**src/rtl/trace_capture.sv**
```systemverilog
// ----------------------------------------------------------------------------
// trace_capture
//   Records one trace entry per accepted instruction retire. Each entry is
//   put into a first-word-fall-through record FIFO for a downstream consumer.
//   It also keeps instruction/cycle counters, a cycle watchdog and sticky
//   halt/timeout/overflow status.
//
// Parameters
//   DW        datapath / PC width
//   DEPTH     record FIFO entries (power of 2, >= 2)
//   CNT_W     instruction / cycle counter width
//   CYC_LIMIT watchdog limit on enabled cycles
//
// Ports
//   clk, rst_n          clock (rising edge), asynchronous active-low reset
//   en                  capture enable; low freezes counters and capture
//   ret_valid, pc       one instruction retires this cycle, and its PC
//   reg_we/idx/data     register file write of the retiring instruction
//   mem_rd/wr/addr/data data memory access of the retiring instruction
//   hlt                 retiring instruction is a halt
//   out_valid/ready     FIFO head handshake (pop on valid & ready)
//   out_kind .. value   head record fields, all zero while FIFO empty
//   inst_count          accepted retires (wraps)
//   cycle_count         enabled, non-stopped cycles (wraps)
//   halted, timeout     sticky stop flags
//   overflow            sticky, set when a record was dropped
//   drop_count          dropped records, saturating at 255
//   done                stopped and FIFO drained
// ----------------------------------------------------------------------------
module trace_capture #(
    parameter int DW        = 16,
    parameter int DEPTH     = 16,
    parameter int CNT_W     = 32,
    parameter int CYC_LIMIT = 100000
) (
    input  logic             clk,
    input  logic             rst_n,
    input  logic             en,
    input  logic             ret_valid,
    input  logic [DW-1:0]    pc,
    input  logic             reg_we,
    input  logic [3:0]       reg_idx,
    input  logic [DW-1:0]    reg_data,
    input  logic             mem_rd,
    input  logic             mem_wr,
    input  logic [DW-1:0]    mem_addr,
    input  logic [DW-1:0]    mem_data,
    input  logic             hlt,
    output logic             out_valid,
    input  logic             out_ready,
    output logic [1:0]       out_kind,
    output logic             out_ld,
    output logic [CNT_W-1:0] out_inum,
    output logic [DW-1:0]    out_pc,
    output logic [3:0]       out_reg,
    output logic [DW-1:0]    out_addr,
    output logic [DW-1:0]    out_value,
    output logic [CNT_W-1:0] inst_count,
    output logic [CNT_W-1:0] cycle_count,
    output logic             halted,
    output logic             timeout,
    output logic             overflow,
    output logic [7:0]       drop_count,
    output logic             done
);

    localparam int AW = $clog2(DEPTH);
    localparam logic [CNT_W-1:0] CYC_LIMIT_C = CNT_W'(CYC_LIMIT);

    typedef enum logic [1:0] {
        KIND_OTHER = 2'b00,
        KIND_REG   = 2'b01,
        KIND_STORE = 2'b10,
        KIND_HALT  = 2'b11
    } kind_t;

    // ------------------------------------------------------------------
    // Record storage (no reset needed: head fields are gated by empty)
    // ------------------------------------------------------------------
    kind_t            memKind  [DEPTH];
    logic             memLd    [DEPTH];
    logic [CNT_W-1:0] memInum  [DEPTH];
    logic [DW-1:0]    memPc    [DEPTH];
    logic [3:0]       memReg   [DEPTH];
    logic [DW-1:0]    memAddr  [DEPTH];
    logic [DW-1:0]    memValue [DEPTH];

    // Pointers carry one extra wrap bit to tell full from empty.
    logic [AW:0]   wrPtr;
    logic [AW:0]   rdPtr;
    logic [AW-1:0] wrIdx;
    logic [AW-1:0] rdIdx;

    logic empty;
    logic full;
    logic accept;
    logic pop;
    logic push;
    logic drop;
    logic cycEn;

    logic [CNT_W-1:0] cycleNext;

    // Classified record for the retire presented this cycle
    kind_t         recKind;
    logic          recLd;
    logic [3:0]    recReg;
    logic [DW-1:0] recAddr;
    logic [DW-1:0] recValue;

    assign wrIdx = wrPtr[AW-1:0];
    assign rdIdx = rdPtr[AW-1:0];

    assign empty = (wrPtr == rdPtr);
    assign full  = (wrPtr[AW] != rdPtr[AW]) && (wrIdx == rdIdx);

    assign accept = en & ret_valid & ~halted & ~timeout;
    assign pop    = ~empty & out_ready;
    // A full FIFO still takes the push when the head leaves on the same edge.
    assign push   = accept & (~full | pop);
    assign drop   = accept & full & ~pop;

    assign cycEn     = en & ~halted & ~timeout;
    assign cycleNext = cycle_count + 1'b1;

    // ------------------------------------------------------------------
    // Retire classification: reg write wins over halt, halt over store
    // ------------------------------------------------------------------
    always_comb begin
        recKind  = KIND_OTHER;
        recLd    = 1'b0;
        recReg   = '0;
        recAddr  = '0;
        recValue = '0;
        if (reg_we) begin
            recKind  = KIND_REG;
            recLd    = mem_rd;
            recReg   = reg_idx;
            recValue = reg_data;
            if (mem_rd) begin
                recAddr = mem_addr;
            end
        end else if (hlt) begin
            recKind = KIND_HALT;
        end else if (mem_wr) begin
            recKind  = KIND_STORE;
            recAddr  = mem_addr;
            recValue = mem_data;
        end
    end

    // ------------------------------------------------------------------
    // Record write port
    // ------------------------------------------------------------------
    always_ff @(posedge clk) begin
        if (push) begin
            memKind[wrIdx]  <= recKind;
            memLd[wrIdx]    <= recLd;
            memInum[wrIdx]  <= inst_count;
            memPc[wrIdx]    <= pc;
            memReg[wrIdx]   <= recReg;
            memAddr[wrIdx]  <= recAddr;
            memValue[wrIdx] <= recValue;
        end
    end

    // ------------------------------------------------------------------
    // Pointers, counters and status
    // ------------------------------------------------------------------
    always_ff @(posedge clk or negedge rst_n) begin
        if (!rst_n) begin
            wrPtr       <= '0;
            rdPtr       <= '0;
            inst_count  <= '0;
            cycle_count <= '0;
            halted      <= 1'b0;
            timeout     <= 1'b0;
            overflow    <= 1'b0;
            drop_count  <= '0;
        end else begin
            if (push) begin
                wrPtr <= wrPtr + 1'b1;
            end
            if (pop) begin
                rdPtr <= rdPtr + 1'b1;
            end

            // The instruction number advances even when the record is dropped.
            if (accept) begin
                inst_count <= inst_count + 1'b1;
                if (recKind == KIND_HALT) begin
                    halted <= 1'b1;
                end
            end

            if (drop) begin
                overflow <= 1'b1;
                if (drop_count != 8'hFF) begin
                    drop_count <= drop_count + 1'b1;
                end
            end

            if (cycEn) begin
                cycle_count <= cycleNext;
                if (cycleNext == CYC_LIMIT_C) begin
                    timeout <= 1'b1;
                end
            end
        end
    end

    // ------------------------------------------------------------------
    // Head outputs (zero while empty, which also covers reset)
    // ------------------------------------------------------------------
    always_comb begin
        out_valid = ~empty;
        out_kind  = '0;
        out_ld    = 1'b0;
        out_inum  = '0;
        out_pc    = '0;
        out_reg   = '0;
        out_addr  = '0;
        out_value = '0;
        if (!empty) begin
            out_kind  = memKind[rdIdx];
            out_ld    = memLd[rdIdx];
            out_inum  = memInum[rdIdx];
            out_pc    = memPc[rdIdx];
            out_reg   = memReg[rdIdx];
            out_addr  = memAddr[rdIdx];
            out_value = memValue[rdIdx];
        end
    end

    assign done = (halted | timeout) & empty;

endmodule

```
**config.mk**
```make
export PLATFORM = sky130hd
export DESIGN_NAME = trace_capture
export DESIGN_NICKNAME = d
export VERILOG_FILES = /design/src/rtl/trace_capture.sv
export SDC_FILE = /design/constraint.sdc
export NUM_CORES = 2
export LEC_CHECK = 0
export BUFFER_PORTS_ARGS = -buffer_cell sky130_fd_sc_hd__buf_2
export CAP_MARGIN = 10
export CORE_MARGIN = 3
export CORE_UTILIZATION = 35
export DETAILED_ROUTE_END_ITERATION = 7
export MAX_ROUTING_LAYER = met4
export PLACE_DENSITY = 0.53
export RECOVER_POWER = 100
export SLEW_MARGIN = 20
export SYNTH_ARGS = -nofsm -noshare
export SYNTH_HDL_FRONTEND = slang
export SYNTH_SLANG_ARGS = --single-unit
```
**constraint.sdc**
```tcl
create_clock -name clk -period 8.4 [get_ports clk]
set_clock_uncertainty 0.15 [all_clocks]
set_input_delay 1.68 -clock clk [delete_from_list [all_inputs] [get_ports clk]]
set_output_delay 1.68 -clock clk [all_outputs]
set_load 0.01 [all_outputs]
```
==> results by group <==
Timing
  • Final Setup Violations: 0
  • Worst Tran Pin Value: 4070 ps
  • RSZ-0062 raised after global routing: no
  • Final min period: 7080 ps
  • Fraction of the cycle the final worst path needs: 84.2%
  • Max_slew headroom: -171%
  • Max Fclk: 141 MHz
  • Count of final hold-check violations: 0
  • Pins over their slew limit: 1,305
  • Worst hold slack: 316 ps
  • Fin Setup TNS: 0 ps

Synthesis
  • Post-synthesis instance total: 2,515
  • Most frequent cell after synthesis: edfxtp_1
  • Synth async-reset ratio: 5.75%
  • Number of synthesized flops with an enable pin: 1,392
  • Register area share after synthesis: 76.5%
  • Synthesized flop and latch total: 1,477
  • Mean Syn Cell Area: 22.8 um^2
  • Syn_nets: 2,601
  • Mapped Area: 0.0574 mm^2
  • Area leader, netlist: edfxtp_1
  • Ranking of synthesized cells by area: edfxtp_1 (73%), mux4_2 (17%), dfrtp_1 (3.7%), nor2b_1 (0.99%), xnor2_1 (0.93%)
  • Yosys Warn Count: 0
  • Post-synth top area share: 72.8%
  • Top cells by count, synth: edfxtp_1 (1,392), mux4_2 (435), nor2b_1 (91), dfrtp_1 (85), clkbuf_1 (81)
  • Most used DFF post-synth: edfxtp_1
  • Distinct cell type count after synthesis: 56

Clock tree
  • Number of buffers created by CTS: 160
  • CTS resizes: 0
  • Clock Path Buffers: 3
  • Clk root buf: clkbuf_16
  • H-tree levels: 4
  • Hold_buf cts: 0
  • Post-CTS setup buffers: 0
  • Clock sinks: 1,477
  • Clk slew on worst S/H paths: 50 ps
  • TritonCTS clock tree: built
  • Clk_lat worst skew: 780 ps

Routing
  • Vias per cell: 5.24
  • DRC: 0
  • Drt first pass iters: 5
  • Routed wire per std cell: 28.1 um
  • DR iter-0 viols: 2,360
  • Routed Antenna Nets: 0
  • Via count: 26,976
  • Detailed Route WL: 145,000 um

Pwr
  • Sw Pwr: 4.92 mW
  • Power consumption: 18.6 mW
  • Reg power frac: 44.1%
  • Clock power frac: 36.1%
  • Switching Fraction: 26.4%
  • Pleak: 21.2 nW
  • P per Cell Area: 282 mW/mm^2
  • Gate power share: 19.8%
  • Peak VDD IR: 201 uV
  • Internal power: 13.7 mW

Global route
  • Initial antenna violation count: 9
  • Met1 Use GR: 22.8%
  • GR Util All Layers: 17.7%
  • Global-route congestion overflow total: 0
  • Largest net degree at the start of global routing: 161
  • Met2 Use GR: 29.0%
  • Gr busiest metal: met2
  • Vias in the first global route: 29,047
  • First-pass GRT wire length: 209,000 um
  • GRT met3 Usage: 3.28%

Status
  • Failing checks: capacitance limit, slew limit
  • Status: complete, but fails checks

Hold path
  • Hold EP: overflow$_DFFE_PN0P_
  • Hold_sp: overflow$_DFFE_PN0P_
  • HP Class: flip-flop to flip-flop
  • Hold Path Depth: 1

Worst setup path
  • Setup crit end kind: flip-flop
  • Crit path arrival time: 7260 ps
  • Reg2Reg Depth: 7
  • Worst-path fanout max: 47
  • Reg-to-reg slack, setup: 1790 ps
  • FF-to-FF Start: rdPtr[0]$_DFFE_PN0P_
  • Startpoint Class: input port
  • Data required, critical path: 8580 ps
  • Critical R2R Capture: memInum[11][16]$_DFFE_PP_
  • WS Path Type: input port to flip-flop

Placed design
  • DPL Wire Length: 74,400 um
  • Final GP Congestion: 0.735
  • Port buffer count: 240

Floorplanning
  • Die area: 0.169 mm^2
  • Starting Density: 35.3%
  • Die width: 411 um
  • I/O pin count: 241
  • FP Rows: 148
  • Die height: 411 um
  • Core Region: 0.163 mm^2

Cells and area
  • Area Growth Syn to Fin: 15.1%
  • Nets@finish: 2,926
  • Layout cells sized above 1: 25.8%

Run
  • Max_cap viols: 32
## worst max-delay path: stages
cell	delay (ps)
clkbuf_1	130
nor3b_1	200
clkbuf_1	610
nand2_1	210
nor2_1	510
nand2_1	320
nor2_1	1710
clkbuf_2	1780
## power by group through the flow
stage | clock network (mW) | registers, mW | logic [mW]
floorplan | 0 | 8.19 | 2.81
global placement | 0 | 8.42 | 3.77
detailed placement | 0 | 8.42 | 3.81
CTS | 6.91 | 8.27 | 3.81
global route | 7.20 | 8.23 | 3.98
finish | 6.72 | 8.21 | 3.69
## worst max-delay path by stage
stage	from	to	cells after the start
5_1_grt	en	memInum[11][9]$_DFFE_PP_	8
4_1_cts	rdPtr[0]$_DFFE_PN0P_	out_inum[7]	5
2_1_floorplan	en	memAddr[11][0]$_DFFE_PP_	5
3_3_place_gp	en	memValue[6][0]$_DFFE_PP_	8
3_5_place_dp	rdPtr[1]$_DFFE_PN0P_	out_inum[6]	5
6_report	en	memInum[11][16]$_DFFE_PP_	8
## metrics by stage
step	setup slack, ps	util [%]	instances	cell area (um^2)
floorplan	1420	-	2515	57500
global placement	3090	37.8	4851	61600
detailed placement	3060	37.8	4852	61700
CTS	2190	40.9	5147	66700
global route	1040	40.6	5150	66100
finish	1320	40.6	5151	66100
## layout make-up
class | count | area (um^2)
Sequential cell | 1477 | 43900
Multi-Input combinational cell | 898 | 12900
Inverter | 9 | 33.8
Clock buffer | 218 | 4330
Tap cell | 2175 | 2720
Timing Repair Buffer | 294 | 1450
Fill cell | 14350 | 96800
Antenna cell | 3 | 7.51
Clock inverter | 77 | 711
## sequential cells by signal (all words and copies together), names as in the netlist
register and flops:
inst_count 32, cycle_count 32, memAddr 256, wrPtr 5
memReg 64, memPc 256, rdPtr 5, timeout 1
drop_count 8, memValue 256, memLd 16, overflow 1
memKind 32, memInum 512, halted 1
## logic make-up (layout without fill, tap and decap cells)
group,after synthesis,in the layout,share of synthesized area [%]
fa+ha+maj,9,9,0.196
xor+xnor,92,92,1.40
buf+inv,140,598,1.03
compound gates,36,36,0.549
other cells,0,3,0
flops,1477,1477,76.5
mux,439,439,17.1
simple gates,322,322,3.23
## routing by layer
layer / up-vias / wire, um / part of all wire [%]
met5: - / 0 / 0
met4: 0 / 3110 / 2.1
met3: 198 / 7200 / 5.0
met2: 731 / 73600 / 51
met1: 14796 / 60700 / 42
li1: 11251 / - / -
## cells in the final DEF (no fill, tap or decap), types with 5 or more instances in the layout
| master | n |
|---|---|
| nor3_1 | 11 |
| ha_1 | 9 |
| nor2_1 | 36 |
| buf_12 | 10 |
| nor4_1 | 10 |
| inv_1 | 9 |
| and3_1 | 10 |
| clkinv_2 | 12 |
| clkbuf_2 | 9 |
| nand2_1 | 50 |
| a22o_1 | 16 |
| bufinv_16 | 9 |
| clkinvlp_4 | 5 |
| buf_2 | 62 |
| clkbuf_1 | 250 |
| nor2b_1 | 90 |
| xor2_1 | 31 |
| and4_1 | 8 |
| clkbuf_16 | 163 |
| buf_4 | 9 |
| and2_0 | 22 |
| xnor2_1 | 61 |
| inv_6 | 9 |
| dfrtp_1 | 81 |
| clkinv_8 | 5 |
| edfxtp_1 | 1392 |
| nand4_1 | 27 |
| clkinv_1 | 31 |
| nand3_1 | 22 |
| mux4_2 | 435 |
Note: power is estimated with default switching activity, not from simulation.
